$ cat config.mk
export PLATFORM = sky130hd
export DESIGN_NAME = plaintext_byte_streamer_flat
export DESIGN_NICKNAME = d
export VERILOG_FILES = /design/src/rtl/plaintext_byte_streamer_if.sv /design/src/rtl/plaintext_byte_streamer.sv /design/src/flat_wrapper.sv
export SDC_FILE = /design/constraint.sdc
export NUM_CORES = 1
export LEC_CHECK = 0
export CAP_MARGIN = 20
export CORE_MARGIN = 1.5
export CORE_UTILIZATION = 51
export CTS_CLUSTER_SIZE = 24
export DETAILED_ROUTE_END_ITERATION = 7
export GPL_TIMING_DRIVEN = 0
export PLACE_DENSITY = 0.72
export SETUP_SLACK_MARGIN = 0.02
export SKIP_LAST_GASP = 1
export SLEW_MARGIN = 20
export SYNTH_ARGS = -nofsm -noshare
export SYNTH_HDL_FRONTEND = slang
export SYNTH_SLANG_ARGS = --single-unit
$ cat constraint.sdc
create_clock -name clk_i -period 7.04 [get_ports clk_i]
set_clock_uncertainty 0.2 [all_clocks]
set_input_delay 1.408 -clock clk_i [delete_from_list [all_inputs] [get_ports clk_i]]
set_output_delay 1.408 -clock clk_i [all_outputs]
set_load 0.005 [all_outputs]
$ cat src/rtl/plaintext_byte_streamer_if.sv
// Bundle between the AES output side, the byte consumer and the plaintext streamer.
// Handshake: a byte moves on every rising edge where byte_valid_o and byte_ready_i are both high;
// once byte_valid_o rises, byte_o/last_o hold until that transfer, and ready may lead valid.
interface plaintext_byte_streamer_if #(
  parameter int TEXT_WIDTH = 128,
  parameter int CNT_WIDTH  = 16
);
  logic                  finish_i;
  logic [TEXT_WIDTH-1:0] plaintext_i;
  logic                  full_o;
  logic                  overflow_o;
  logic [7:0]            byte_o;
  logic                  byte_valid_o;
  logic                  byte_ready_i;
  logic                  last_o;
  logic [CNT_WIDTH-1:0]  block_count_o;
  logic                  stream_state_o;

  modport slave (
    input  finish_i, plaintext_i, byte_ready_i,
    output full_o, overflow_o, byte_o, byte_valid_o, last_o, block_count_o, stream_state_o
  );

  modport master (
    output finish_i, plaintext_i, byte_ready_i,
    input  full_o, overflow_o, byte_o, byte_valid_o, last_o, block_count_o, stream_state_o
  );
endinterface

$ cat src/rtl/plaintext_byte_streamer.sv
// Buffers AES plaintext blocks in a small FIFO and serializes them MSB-byte-first
// onto a valid/ready byte stream, counting fully streamed blocks.
module plaintext_byte_streamer #(
  parameter int TEXT_WIDTH = 128,
  parameter int DEPTH      = 2,
  parameter int CNT_WIDTH  = 16
) (
  input  logic clk_i,
  input  logic rst_i,
  plaintext_byte_streamer_if.slave bus
);
  localparam int NB    = TEXT_WIDTH / 8;
  localparam int IDX_W = (NB > 1) ? $clog2(NB) : 1;
  localparam int PTR_W = (DEPTH > 1) ? $clog2(DEPTH) : 1;
  localparam int CW    = $clog2(DEPTH + 1);

  typedef enum logic {S_IDLE = 1'b0, S_STREAM = 1'b1} state_t;

  state_t                r_state;
  logic [TEXT_WIDTH-1:0] r_mem [DEPTH];
  logic [PTR_W-1:0]      r_wr_ptr;
  logic [PTR_W-1:0]      r_rd_ptr;
  logic [CW-1:0]         r_count;
  logic                  r_full;
  logic                  r_overflow;
  logic [TEXT_WIDTH-1:0] r_shift;
  logic [IDX_W-1:0]      r_idx;
  logic                  r_valid;
  logic                  r_last;
  logic [CNT_WIDTH-1:0]  r_block_count;

  logic                  w_xfer;
  logic                  w_final;
  logic                  w_nonempty;
  logic                  w_pop;
  logic                  w_push;
  logic [CW-1:0]         w_count_next;
  logic [TEXT_WIDTH-1:0] w_head;

  function automatic logic [PTR_W-1:0] ptr_inc(input logic [PTR_W-1:0] p);
    return (p == PTR_W'(DEPTH - 1)) ? '0 : p + PTR_W'(1);
  endfunction

  assign w_xfer       = r_valid & bus.byte_ready_i;
  assign w_final      = w_xfer & r_last;
  assign w_nonempty   = (r_count != '0);
  // The shift register refills either from idle or on the final byte, so blocks run gap-free.
  assign w_pop        = w_nonempty & ((r_state == S_IDLE) | w_final);
  assign w_push       = bus.finish_i & ((r_count < CW'(DEPTH)) | w_pop);
  assign w_count_next = r_count + CW'(w_push) - CW'(w_pop);
  assign w_head       = r_mem[r_rd_ptr];

  always_ff @(posedge clk_i) begin
    if (w_push) r_mem[r_wr_ptr] <= bus.plaintext_i;
  end

  always_ff @(posedge clk_i or posedge rst_i) begin
    if (rst_i) begin
      r_wr_ptr   <= '0;
      r_rd_ptr   <= '0;
      r_count    <= '0;
      r_full     <= 1'b0;
      r_overflow <= 1'b0;
    end else begin
      if (w_push) r_wr_ptr <= ptr_inc(r_wr_ptr);
      if (w_pop)  r_rd_ptr <= ptr_inc(r_rd_ptr);
      r_count <= w_count_next;
      r_full  <= (w_count_next == CW'(DEPTH));
      if (bus.finish_i && !w_push) r_overflow <= 1'b1;
    end
  end

  always_ff @(posedge clk_i or posedge rst_i) begin
    if (rst_i) begin
      r_state       <= S_IDLE;
      r_shift       <= '0;
      r_idx         <= '0;
      r_valid       <= 1'b0;
      r_last        <= 1'b0;
      r_block_count <= '0;
    end else begin
      case (r_state)
        S_IDLE: begin
          if (w_pop) begin
            r_shift <= w_head;
            r_idx   <= '0;
            r_valid <= 1'b1;
            r_last  <= (NB == 1);
            r_state <= S_STREAM;
          end
        end
        S_STREAM: begin
          if (w_xfer) begin
            if (!r_last) begin
              r_shift <= r_shift << 8;
              r_idx   <= r_idx + IDX_W'(1);
              r_last  <= (r_idx == IDX_W'(NB - 2));
            end else begin
              r_block_count <= r_block_count + CNT_WIDTH'(1);
              if (w_pop) begin
                r_shift <= w_head;
                r_idx   <= '0;
                r_last  <= (NB == 1);
              end else begin
                r_shift <= '0;
                r_valid <= 1'b0;
                r_last  <= 1'b0;
                r_state <= S_IDLE;
              end
            end
          end
        end
        default: r_state <= S_IDLE;
      endcase
    end
  end

  assign bus.byte_o         = r_shift[TEXT_WIDTH-1 -: 8];
  assign bus.byte_valid_o   = r_valid;
  assign bus.last_o         = r_last;
  assign bus.full_o         = r_full;
  assign bus.overflow_o     = r_overflow;
  assign bus.block_count_o  = r_block_count;
  assign bus.stream_state_o = r_state;
endmodule

$ cat src/flat_wrapper.sv
// flat-port wrapper written by rule: the top's interface ports become plain ports
module plaintext_byte_streamer_flat 
#(
  parameter int TEXT_WIDTH = 128,
  parameter int DEPTH      = 2,
  parameter int CNT_WIDTH  = 16
)
  (clk_i, rst_i, bus_finish_i, bus_plaintext_i, bus_byte_ready_i, bus_full_o, bus_overflow_o, bus_byte_o, bus_byte_valid_o, bus_last_o, bus_block_count_o, bus_stream_state_o);
  plaintext_byte_streamer_if #(.TEXT_WIDTH(TEXT_WIDTH), .CNT_WIDTH(CNT_WIDTH)) bus_i ();
  input  logic clk_i;
  input  logic rst_i;
  input wire logic [$bits(bus_i.finish_i)-1:0] bus_finish_i;
  input wire logic [$bits(bus_i.plaintext_i)-1:0] bus_plaintext_i;
  input wire logic [$bits(bus_i.byte_ready_i)-1:0] bus_byte_ready_i;
  output wire logic [$bits(bus_i.full_o)-1:0] bus_full_o;
  output wire logic [$bits(bus_i.overflow_o)-1:0] bus_overflow_o;
  output wire logic [$bits(bus_i.byte_o)-1:0] bus_byte_o;
  output wire logic [$bits(bus_i.byte_valid_o)-1:0] bus_byte_valid_o;
  output wire logic [$bits(bus_i.last_o)-1:0] bus_last_o;
  output wire logic [$bits(bus_i.block_count_o)-1:0] bus_block_count_o;
  output wire logic [$bits(bus_i.stream_state_o)-1:0] bus_stream_state_o;
  assign bus_i.finish_i = bus_finish_i;
  assign bus_i.plaintext_i = bus_plaintext_i;
  assign bus_i.byte_ready_i = bus_byte_ready_i;
  assign bus_full_o = bus_i.full_o;
  assign bus_overflow_o = bus_i.overflow_o;
  assign bus_byte_o = bus_i.byte_o;
  assign bus_byte_valid_o = bus_i.byte_valid_o;
  assign bus_last_o = bus_i.last_o;
  assign bus_block_count_o = bus_i.block_count_o;
  assign bus_stream_state_o = bus_i.stream_state_o;
  plaintext_byte_streamer #(.TEXT_WIDTH(TEXT_WIDTH), .DEPTH(DEPTH), .CNT_WIDTH(CNT_WIDTH)) u_core (.clk_i(clk_i), .rst_i(rst_i), .bus(bus_i));
endmodule
==> results of run 1 <==
cell families after synthesis:
family          count (synthesis)
xor+xnor                       20
compound gates                144
simple gates                  296
buf+inv                        87
flops                         413
mux                           129
fa+ha+maj                       4
worst max-delay path by stage:
stage                                     end  slack (ns)
after floorplan            u_core.r_mem[0][0]       -0.91
after global placement    u_core.r_mem[0][35]       -4.86
after detailed placement   u_core.r_mem[0][9]        2.91
after CTS                  u_core.r_mem[0][9]        3.45
after global routing       u_core.r_mem[0][4]        3.34
final                     u_core.r_mem[0][29]        3.46
stage by stage:
stage | setup TNS (ns) | util [%] | total power [mW]
finish | 0 | 63.7 | 7.60
CTS | 0 | 63.7 | 7.68
floorplan | -233.01 | - | 4.89
detailed placement | 0 | 59.5 | 5.54
global placement | -1438.53 | 58.7 | 5.51
global route | 0 | 63.7 | 7.99
layer usage:
layer	part of all wire, %	wire length, um	global-route usage [%]
met5	0.16	52	0
met4	1.7	556	4.95
met3	5.3	1760	3.83
met2	48	15900	33.5
met1	45	14900	28.1
layout make-up:
| cell class | count | area [um^2] | share of cell area, % |
|---|---|---|---|
| diodes | 2 | 5.00 | 0.0248 |
| repair buffers | 171 | 1840 | 9.13 |
| well taps | 402 | 503 | 2.49 |
| clock buffers | 61 | 1190 | 5.91 |
| inverters | 6 | 30.0 | 0.149 |
| plain buffers | 81 | 435 | 2.16 |
| clock inverters | 16 | 126 | 0.626 |
| flip-flops and latches | 413 | 11600 | 57.5 |
| multi-input cells | 593 | 4440 | 22.0 |
sequential cells by signal, summed over array words and instances, names as in the netlist:
register and cells:
u_core.bus.last_o 1, u_core.bus.full_o 1, u_core.r_idx 4, u_core.bus.block_count_o 16, u_core.r_wr_ptr 1, u_core.bus.overflow_o 1, u_core.bus.stream_state_o 1, u_core.r_count 2
u_core.bus.byte_valid_o 1, u_core.r_shift 128, u_core.r_rd_ptr 1, u_core.r_mem 256
power groups by stage:
stage	clock, mW	sequential [mW]	combinational, mW
floorplan	0	3.49	1.41
detailed placement	0	3.49	2.05
CTS	2.17	3.45	2.06
finish	2.13	3.45	2.02
global placement	0	3.60	1.91
global route	2.26	3.51	2.22
worst max-delay path: cells and delay by family:
family	cells	cell delay (ns)
AO/OA/AOI/OAI	1	0.35
buffers and inverters	3	1.04
AND/OR/NAND/NOR	2	0.76
cells in the final DEF, fill, tap and decap left out, drive strengths merged, types with 2 or more instances in the layout:
master / Yosys / final
and4: 5 / 5
mux2i: 129 / 129
a21oi: 3 / 3
diode: 0 / 2
nand2: 144 / 144
a22o: 3 / 3
edfxtp: 256 / 256
clkbuf: 10 / 71
bufinv: 0 / 2
nor2b: 2 / 2
xor2: 3 / 3
dfrtp: 157 / 157
clkinv: 0 / 13
nor3: 2 / 2
xnor2: 17 / 17
o211ai: 120 / 120
inv: 6 / 7
nor2: 4 / 4
ha: 4 / 4
and2: 3 / 3
buf: 71 / 82
clkdlybuf4s50: 0 / 160
o21ai: 13 / 13
nand3: 129 / 129
nand4: 4 / 4
==> impl_results.md, run 1 <==
- Synthesized instance count: 1093
- Crit. Startpoint: bus_byte_ready_i
- Number of synthesized flops with an enable pin: 256
- Actual slew at the worst max-slew pin: 0.767 ns
- Hold WS: 0.282 ns
- Cell count after placement: 1666
- Vias: 9470
- Power per Cell Area: 376 nW/um^2
- Psw: 2.30 mW
- DRT Pass-1 Iters: 5
- Core ar.: 31700 um^2
- CP peak stage delay: 0.61 ns
- Clock Sinks: 413
- Antenna-violating nets left: 0
- P_leak: 8.02 nW
- Synthesized area per cell: 15.1 um^2
- Post-route setup slack: 3.46 ns
- Peak VDD IR: 185 uV
- Clk pwr share: 28.0%
- Setup CP Type: input pin to flip-flop
- Crit path max fanout: 26
- Initial core utilization: 52.0%
- Multiplexer share of the synthesized area: 7.82%
- Slowest cell on crit path: nor2_4
- Number of vias per cell: 5.43
- GRT Util Overall: 20.3%
- Dominant cells by area after synthesis: edfxtp_1, dfrtp_1, mux2i_1
- Final setup vio count: 0
- XOR/XNOR Fraction of Synth Area: 1.15%
- CTS H-tree depth: 2
- Seq/Total Area, Yosys: 70.4%
- Synth top area share: 46.6%
- HP Class: flip-flop to flip-flop
- Maximum buffer depth of the clock tree: 3
- Fraction of layout cells with a size suffix above 1: 18.4%
- CTS tree: built
- Most frequent cells after synthesis: edfxtp_1, dfrtp_1, nand2_1
- IO buf count: 160
- Die area: 33400 um^2
- Hold endpoint: u_core.bus.block_count_o[11]
- Fin nets: 1444
- Final WL: 33200 um
- Largest family of logic cells by synthesized area: compound AO/OA/AOI/OAI gates
- Syn Nets: 1229
- WHS Path Cells: 1
- DP Area: 18900 um^2
- Final min period: 3.58 ns
- Place WS: 2.91 ns
- P&R area growth vs syn: 22.4%
- CP Data Required Time: 7.06 ns
- Cell taking the most area after synthesis: edfxtp_1
- Vias in the first global route: 9687
- Switching share of power: 30.3%
- Status: completed
- Comb pwr share: 26.6%
- Die Wd: 183 um
- Post-synth ARST share: 38.0%
- Final hold vios: 0
- Io pins: 161
- Max_cap viols: 0
- Mapped Area: 16500 um^2
- Routability cong.: 0.780
- RSZ-0062 raised after global routing: false
- Count of different cell masters after synthesis: 41
- CP Cell Sequence: clkdlybuf4s50_1, nand3_1, a31o_2, nor2_4, buf_12, buf_12
- Ys Warns: 0
- R2R Path End: u_core.r_mem[0][29]
- Compound-Gate Fraction of Synth Area: 9.14%
- Crit. End Element: flip-flop
- Worst R2R Start: u_core.bus.last_o
- # rows: 65
- Post-CTS Resized: 0
- Adder-cell share of the synthesized area: 0.303%
- Power Internal: 5.30 mW
- Max_slew headroom: 48.7%
- Reg power frac: 45.4%
- Clk_lat worst skew: 0.53 ns
- Crit path top cell by count: buf_12
- Clock-pin transition on the worst setup and hold timing paths: 0.06 ns
- Filler cells: 2348
- 1st-iter DRT viols: 653
- Min-delay src: u_core.bus.block_count_o[11]
- Synth Area in Simple Gates: 8.41%
- #FFs+latches synth: 413
- Top-count cell post-synth: edfxtp_1
- Crit share post-route: 50.8%
- Grt total ovfl: 0
- Critical Path Start Type: input pin
- Num CTS Buffers: 42
- DP HPWL: 22500 um
- Final max-slew violation count: 0
- WL per Instance: 19.0 um
- Initial antenna violation count: 6
- Fmax achieved: 280 MHz
- CTS Hold Bufs: 0
- Root Buffer: clkbuf_16
- DRC Markers: 0
- R2R setup slack: 4.41 ns
- Non-Filler Instances: 1745
- Final instance area: 20200 um^2
- First-pass GRT wire length: 52700 um
- R2r worst-path depth: 5
- Largest net degree at the start of global routing: 100
- Post CTS Setup Buffer Count: 0
- Top FF cell, synth: edfxtp_1
- Die Y: 183 um
- Crit path DAT: 3.60 ns
Note: power is estimated with default switching activity, not from simulation.
==> run 2: changes to the inputs <==
- clock period: 7.04 -> 3 ns (I/O delays scaled with it)
==> run 2 against run 1 <==
Global-route usage decreased by 0.081 points. Worst hold slack got worse by 0.078 ns. Non-clock buffer count rose by 4. Final area rose by 0.72%. Sequential power rose by 140%. Die area unchanged. Sequential share of layout area fell by 0.41 points. Count of clock-buffer cells in the layout is 4 lower.
==> impl_results.md, run 2 (synthesized netlist as in run 1, its figures left out) <==
- Initial antenna violation count: 1 (was 6)
- Core ar.: 31700 um^2 (unchanged)
- 1st-iter DRT viols: 547 (was 653)
- Grt total ovfl: 0 (unchanged)
- Vias: 9526 (was 9470)
- Die Wd: 183 um (unchanged)
- Final max-slew violation count: 0 (unchanged)
- Slowest cell on crit path: clkdlybuf4s50_1 (was nor2_4)
- Most frequent cells in the layout: edfxtp_1, clkdlybuf4s50_1, dfrtp_1 (unchanged)
- Peak VDD IR: 635 uV (was 185 uV)
- Post-CTS Resized: 0 (unchanged)
- DRT Pass-1 Iters: 5 (unchanged)
- Final setup vio count: 0 (unchanged)
- CTS Hold Bufs: 0 (unchanged)
- Clk_lat worst skew: 0.53 ns (about the same)
- Status: completed (unchanged)
- Commonest non-fill, non-tap cell in the layout: edfxtp_1 (unchanged)
- GRT Util Overall: 20.2% (was 20.3%)
- DP HPWL: 22700 um (was 22500 um)
- Root Buffer: clkbuf_16 (unchanged)
- # rows: 65 (unchanged)
- Post CTS Setup Buffer Count: 0 (unchanged)
- Met3 global-route usage: 4.85% (was 3.83%)
- Final WL: 33000 um (was 33200 um)
- Clock Sinks: 413 (unchanged)
- Clock-pin transition on the worst setup and hold timing paths: 0.06 ns (about the same)
- RSZ-0062 raised after global routing: false (unchanged)
- Max_slew headroom: 49.3% (was 48.7%)
- Maximum buffer depth of the clock tree: 3 (unchanged)
- P&R area growth vs syn: 23.3% (was 22.4%)
- Setup CP Type: input pin to flip-flop (unchanged)
- Met2 usage: 32.2% (was 33.5%)
- First-pass GRT wire length: 52500 um (was 52700 um)
- CTS tree: built (unchanged)
- Max_cap viols: 0 (unchanged)
- DRC Markers: 0 (unchanged)
- Number of vias per cell: 5.44 (was 5.43)
- CP peak stage delay: 0.64 ns (was 0.61 ns)
- Vias in the first global route: 9619 (was 9687)
- CP Data Required Time: 3.02 ns (was 7.06 ns)
- CP Cell Sequence: clkdlybuf4s50_1, nand3_4, a31o_4, nor2_4, buf_12, buf_12 (was clkdlybuf4s50_1, nand3_1, a31o_2, nor2_4, buf_12, buf_12)
- Crit path DAT: 2.77 ns (was 3.60 ns)
- Initial core utilization: 52.0% (unchanged)
- Final hold vios: 0 (unchanged)
- Antenna-violating nets left: 0 (unchanged)
- Fin nets: 1449 (was 1444)
- Fmax achieved: 364 MHz
- Die Y: 183 um (unchanged)
- CTS H-tree depth: 2 (unchanged)
- Crit path top cell by count: buf_12 (unchanged)
- Final min period: 2.75 ns
- Routability cong.: 0.782 (was 0.780)
- Hold WS: 0.204 ns (was 0.282 ns)
- Crit. End Element: flip-flop (unchanged)
- P_leak: 8.08 nW (was 8.02 nW)
- Total Power: 18.0 mW (was 7.60 mW)
- Fraction of layout cells with a size suffix above 1: 19.0% (was 18.4%)
- Die area: 33400 um^2 (unchanged)
- HP Class: input pin to asynchronous set/reset pin (was flip-flop to flip-flop)
- Power per Cell Area: 885 nW/um^2 (was 376 nW/um^2)
- Met1 usage: 28.4% (was 28.1%)
- Register name with the most flops: u_core.r_mem (unchanged)
- Crit path max fanout: 26 (unchanged)
- IO buf count: 160 (unchanged)
- WL per Instance: 18.9 um (was 19.0 um)
- Crit share post-route: 91.7%
- Num CTS Buffers: 43 (was 42)
- Actual slew at the worst max-slew pin: 0.758 ns (was 0.767 ns)
- Largest net degree at the start of global routing: 34 (was 100)
- Io pins: 161 (unchanged)
- Number of flip-flops in the largest register: 256 (unchanged)
- Most used routing layer: met2 (unchanged)
- Critical Path Start Type: input pin (unchanged)
-- run 2: changes by cell type in the layout (fill, tap and decap cells not counted), sizes merged --
cell,delta
buf,+4
clkbuf,-4
clkinv,+3
clkinvlp,+3
bufinv,+1
inv,-1
-- run 2: area by class of cell --
class / instances / area (um^2)
antenna: 2 / 5.00
buffer: 81 / 435
clock buffer: 57 / 1180
clock inverter: 22 / 186
fill: 2292 / 11400
inverter: 6 / 26.3
multi-input combinational: 593 / 4460
sequential: 413 / 11600
tap: 402 / 503
timing repair buffer: 175 / 1920
-- run 2: report_power, final --
| part | switching, mW | internal (mW) |
|---|---|---|
| logic | 2.75 | 2.01 |
| clock network | 2.10 | 3.03 |
| registers | 0.597 | 7.52 |
-- run 2: routing by layer --
layer	part of all wire, %	up-vias
li1	-	4535
met1	45	4742
met5	0	-
met3	5.9	35
met4	1.3	0
met2	47	214
-- run 2: path summary, 6_finish.rpt --
kind | startpoint | to | slack [ns] | depth (start not counted)
max | bus_byte_ready_i | u_core.r_mem[1][31] | 0.25 | 6
min in group clk_i | u_core.bus.overflow_o | u_core.bus.overflow_o | 0.28 | 1
min reg2reg | u_core.bus.overflow_o | u_core.bus.overflow_o | 0.28 | 1
min | rst_i | u_core.r_shift[52] | 0.20 | 2
max reg2reg | u_core.bus.last_o | u_core.r_mem[1][31] | 0.40 | 5
max in group asynchronous | rst_i | u_core.r_shift[14] | 1.66 | 4
-- run 2: per-stage QoR --
stage,setup WS [ns],instance area (um^2),util [%],TNS [ns],std cells
floorplan,-0.463,16500,-,-116.06,1093
global placement,-2.30,18600,58.8,-785.35,1655
detailed placement,-0.302,19000,59.8,-27.80,1670
CTS,0.234,20300,64.1,0,1749
global route,0.153,20300,64.1,0,1749
finish,0.249,20300,64.1,0,1751
-- run 2: worst max-delay path: cells and delay by family --
family / cells / cell delay, ns
compound gates: 1 / 0.29
buf+inv: 3 / 1.12
simple gates: 2 / 0.71
==> run 3: changes to the inputs <==
- CORE_ASPECT_RATIO: unset -> 1.1
- CTS_CLUSTER_DIAMETER: unset -> 30
==> run 3 against run 2 <==
Sequential share of layout area down 3.5 points. Count of clock-buffer cells in the layout up 32. Routed wire length up 5.2%. Clock power up 68%. Critical path depth up 1. First-iteration DRC count up 31%. Power up 20%. Worst hold slack better by 0.064 ns. Largest cell class unchanged. Highest routed layer is now met5.
==> impl_results.md, run 3 (synthesized netlist as in run 1, its figures left out) <==
- Status: completed (unchanged)
- Actual slew at the worst max-slew pin: 0.777 ns (was 0.758 ns)
- Critical Path End: u_core.r_mem[1][59] (was u_core.r_mem[1][31])
- Cell count after placement: 1688 (was 1670)
- RSZ-0062 raised after global routing: true (was false)
- Post-CTS Resized: 0 (unchanged)
- Clock Sinks: 413 (unchanged)
- Final max-slew violation count: 0 (unchanged)
- Crit path max fanout: 23 (was 26)
- Final min period: 2.87 ns (was 2.75 ns)
- Setup tns final: 0 ns (unchanged)
- Final hold vios: 0 (unchanged)
- Total area of sequential cells: 11600 um^2 (unchanged)
- Vias in the first global route: 10400 (was 9619)
- Final WL: 34700 um (was 33000 um)
- Crit. End Element: flip-flop (unchanged)
- R2r worst-path depth: 6 (was 5)
- DP HPWL: 22800 um (was 22700 um)
- R2R Path End: u_core.r_mem[1][59] (was u_core.r_mem[1][31])
- Crit path max-delay family: buffers and inverters (unchanged)
- Critical Path Start Type: input pin (unchanged)
- Commonest non-fill, non-tap cell in the layout: edfxtp_1 (unchanged)
- Grt total ovfl: 0 (unchanged)
- Peak VDD IR: 716 uV (was 635 uV)
- Die Wd: 175 um (was 183 um)
- Initial core utilization: 52.1% (was 52.0%)
- CTS H-tree depth: 3 (was 2)
- CP peak stage delay: 0.62 ns (was 0.64 ns)
- First-pass GRT wire length: 55200 um (was 52500 um)
- Die Y: 192 um (was 183 um)
- DRT Pass-1 Iters: 6 (was 5)
- Max_slew headroom: 48.1% (was 49.3%)
- Die area: 33400 um^2 (about the same)
- Worst R2R Start: u_core.bus.last_o (unchanged)
- Critical Path Stages: 7 (was 6)
- Fmax achieved: 348 MHz (was 364 MHz)
- Crit. Startpoint: bus_byte_ready_i (unchanged)
- Slowest cell on crit path: clkdlybuf4s50_1 (unchanged)
- Multi-input logic area: 4460 um^2 (unchanged)
- P_leak: 8.69 nW (was 8.08 nW)
- R2R setup slack: 0.25 ns (was 0.40 ns)
- Maximum buffer depth of the clock tree: 3 (unchanged)
- Crit path top cell by count: buf_12 (unchanged)
- 1st-iter DRT viols: 714 (was 547)
- Power per Cell Area: 996 nW/um^2 (was 885 nW/um^2)
- Most frequent cells in the layout: edfxtp_1, clkdlybuf4s50_1, dfrtp_1 (unchanged)
- WL per Instance: 19.0 um (was 18.9 um)
- Max_cap viols: 0 (unchanged)
- Clk_lat worst skew: 0.57 ns (was 0.53 ns)
- Core ar.: 31700 um^2 (about the same)
- CP Cell Sequence: clkdlybuf4s50_1, nand3_4, a31o_4, nor2_4, buf_12, buf_12, buf_16 (was clkdlybuf4s50_1, nand3_4, a31o_4, nor2_4, buf_12, buf_12)
- GRT Util Overall: 21.5% (was 20.2%)
- Non-Filler Instances: 1832 (was 1751)
- Setup CP Type: input pin to flip-flop (unchanged)
- # rows: 68 (was 65)
- Fraction of layout cells with a size suffix above 1: 22.9% (was 19.0%)
- P&R area growth vs syn: 31.2% (was 23.3%)
- Crit share post-route: 95.7% (was 91.7%)
- Io pins: 161 (unchanged)
- Largest net degree at the start of global routing: 33 (was 34)
- Number of flip-flops in the largest register: 256 (unchanged)
- Vias: 9894 (was 9526)
- Root Buffer: clkbuf_16 (unchanged)
- Fin nets: 1481 (was 1449)
- Final setup vio count: 0 (unchanged)
- Num CTS Buffers: 75 (was 43)
- Antenna-violating nets left: 0 (unchanged)
- CP Data Required Time: 3.06 ns (was 3.02 ns)
- CTS tree: built (unchanged)
- Crit path DAT: 2.93 ns (was 2.77 ns)
- Number of vias per cell: 5.40 (was 5.44)
- Routability cong.: 0.799 (was 0.782)
- IO buf count: 160 (unchanged)
- Clock-pin transition on the worst setup and hold timing paths: 0.05 ns (was 0.06 ns)
- Filler cells: 2179 (was 2292)
- Register name with the most flops: u_core.r_mem (unchanged)
- WP buf/inv: 4 (was 3)
- HP Class: input pin to asynchronous set/reset pin (unchanged)
- Initial antenna violation count: 6 (was 1)
- DRC Markers: 0 (unchanged)
## run 3: through the flow
| stage | hold slack, ns | worst slack (ns) | util (%) | power (mW) | instance area [um^2] |
|---|---|---|---|---|---|
| after floorplan | 0.255 | -0.463 | - | 11.4 | 16500 |
| after global placement | 0.270 | -2.30 | 59.0 | 12.7 | 18700 |
| after detailed placement | 0.270 | -0.504 | 60.1 | 13.0 | 19000 |
| after CTS | 0.266 | 0.0755 | 68.4 | 21.7 | 21600 |
| after global routing | 0.304 | -0.00453 | 68.4 | 22.6 | 21600 |
| final | 0.267 | 0.130 | 68.4 | 21.6 | 21700 |
## run 3: what timing repair did
action,CTS,global route
hold buffers,0,0
endpoints found under the setup margin,0,41
setup buffers,0,0
## run 3: worst min-delay path by stage
stage / start / end / slack (ns) / cells past startpoint
after floorplan: u_core.r_shift[0] / u_core.r_shift[0] / 0.26 / 2
after global placement: u_core.r_shift[40] / u_core.r_shift[40] / 0.27 / 2
after detailed placement: u_core.r_shift[64] / u_core.r_shift[64] / 0.27 / 2
after CTS: rst_i / u_core.r_shift[127] / 0.27 / 2
after global routing: rst_i / u_core.r_shift[76] / 0.30 / 2
final: rst_i / u_core.r_shift[127] / 0.27 / 2
## run 3: area by class of cell
cell class	count	area share (%)
Clock buffer	89	9.39
Clock inverter	51	2.78
Multi-Input combinational cell	593	20.6
Antenna cell	4	0.0462
Buffer	81	2.01
Timing Repair Buffer	175	8.96
Inverter	6	0.121
Tap cell	420	2.43
Sequential cell	413	53.7
## run 3: power by group
part           leakage, nW  switching [mW]  internal [mW]
registers             4.42           0.601           7.53
logic                 2.99            2.79           2.01
clock network         1.27            2.89           5.75
total                 8.69            6.28           15.3
## run 3: routing by layer
| layer | track usage, % | share of wire (%) | vias up |
|---|---|---|---|
| met3 | 5.05 | 5.7 | 62 |
| li1 | - | - | 4633 |
| met5 | 0 | 0.11 | - |
| met1 | 27.3 | 42 | 4914 |
| met4 | 6.74 | 1.9 | 6 |
| met2 | 36.8 | 51 | 279 |
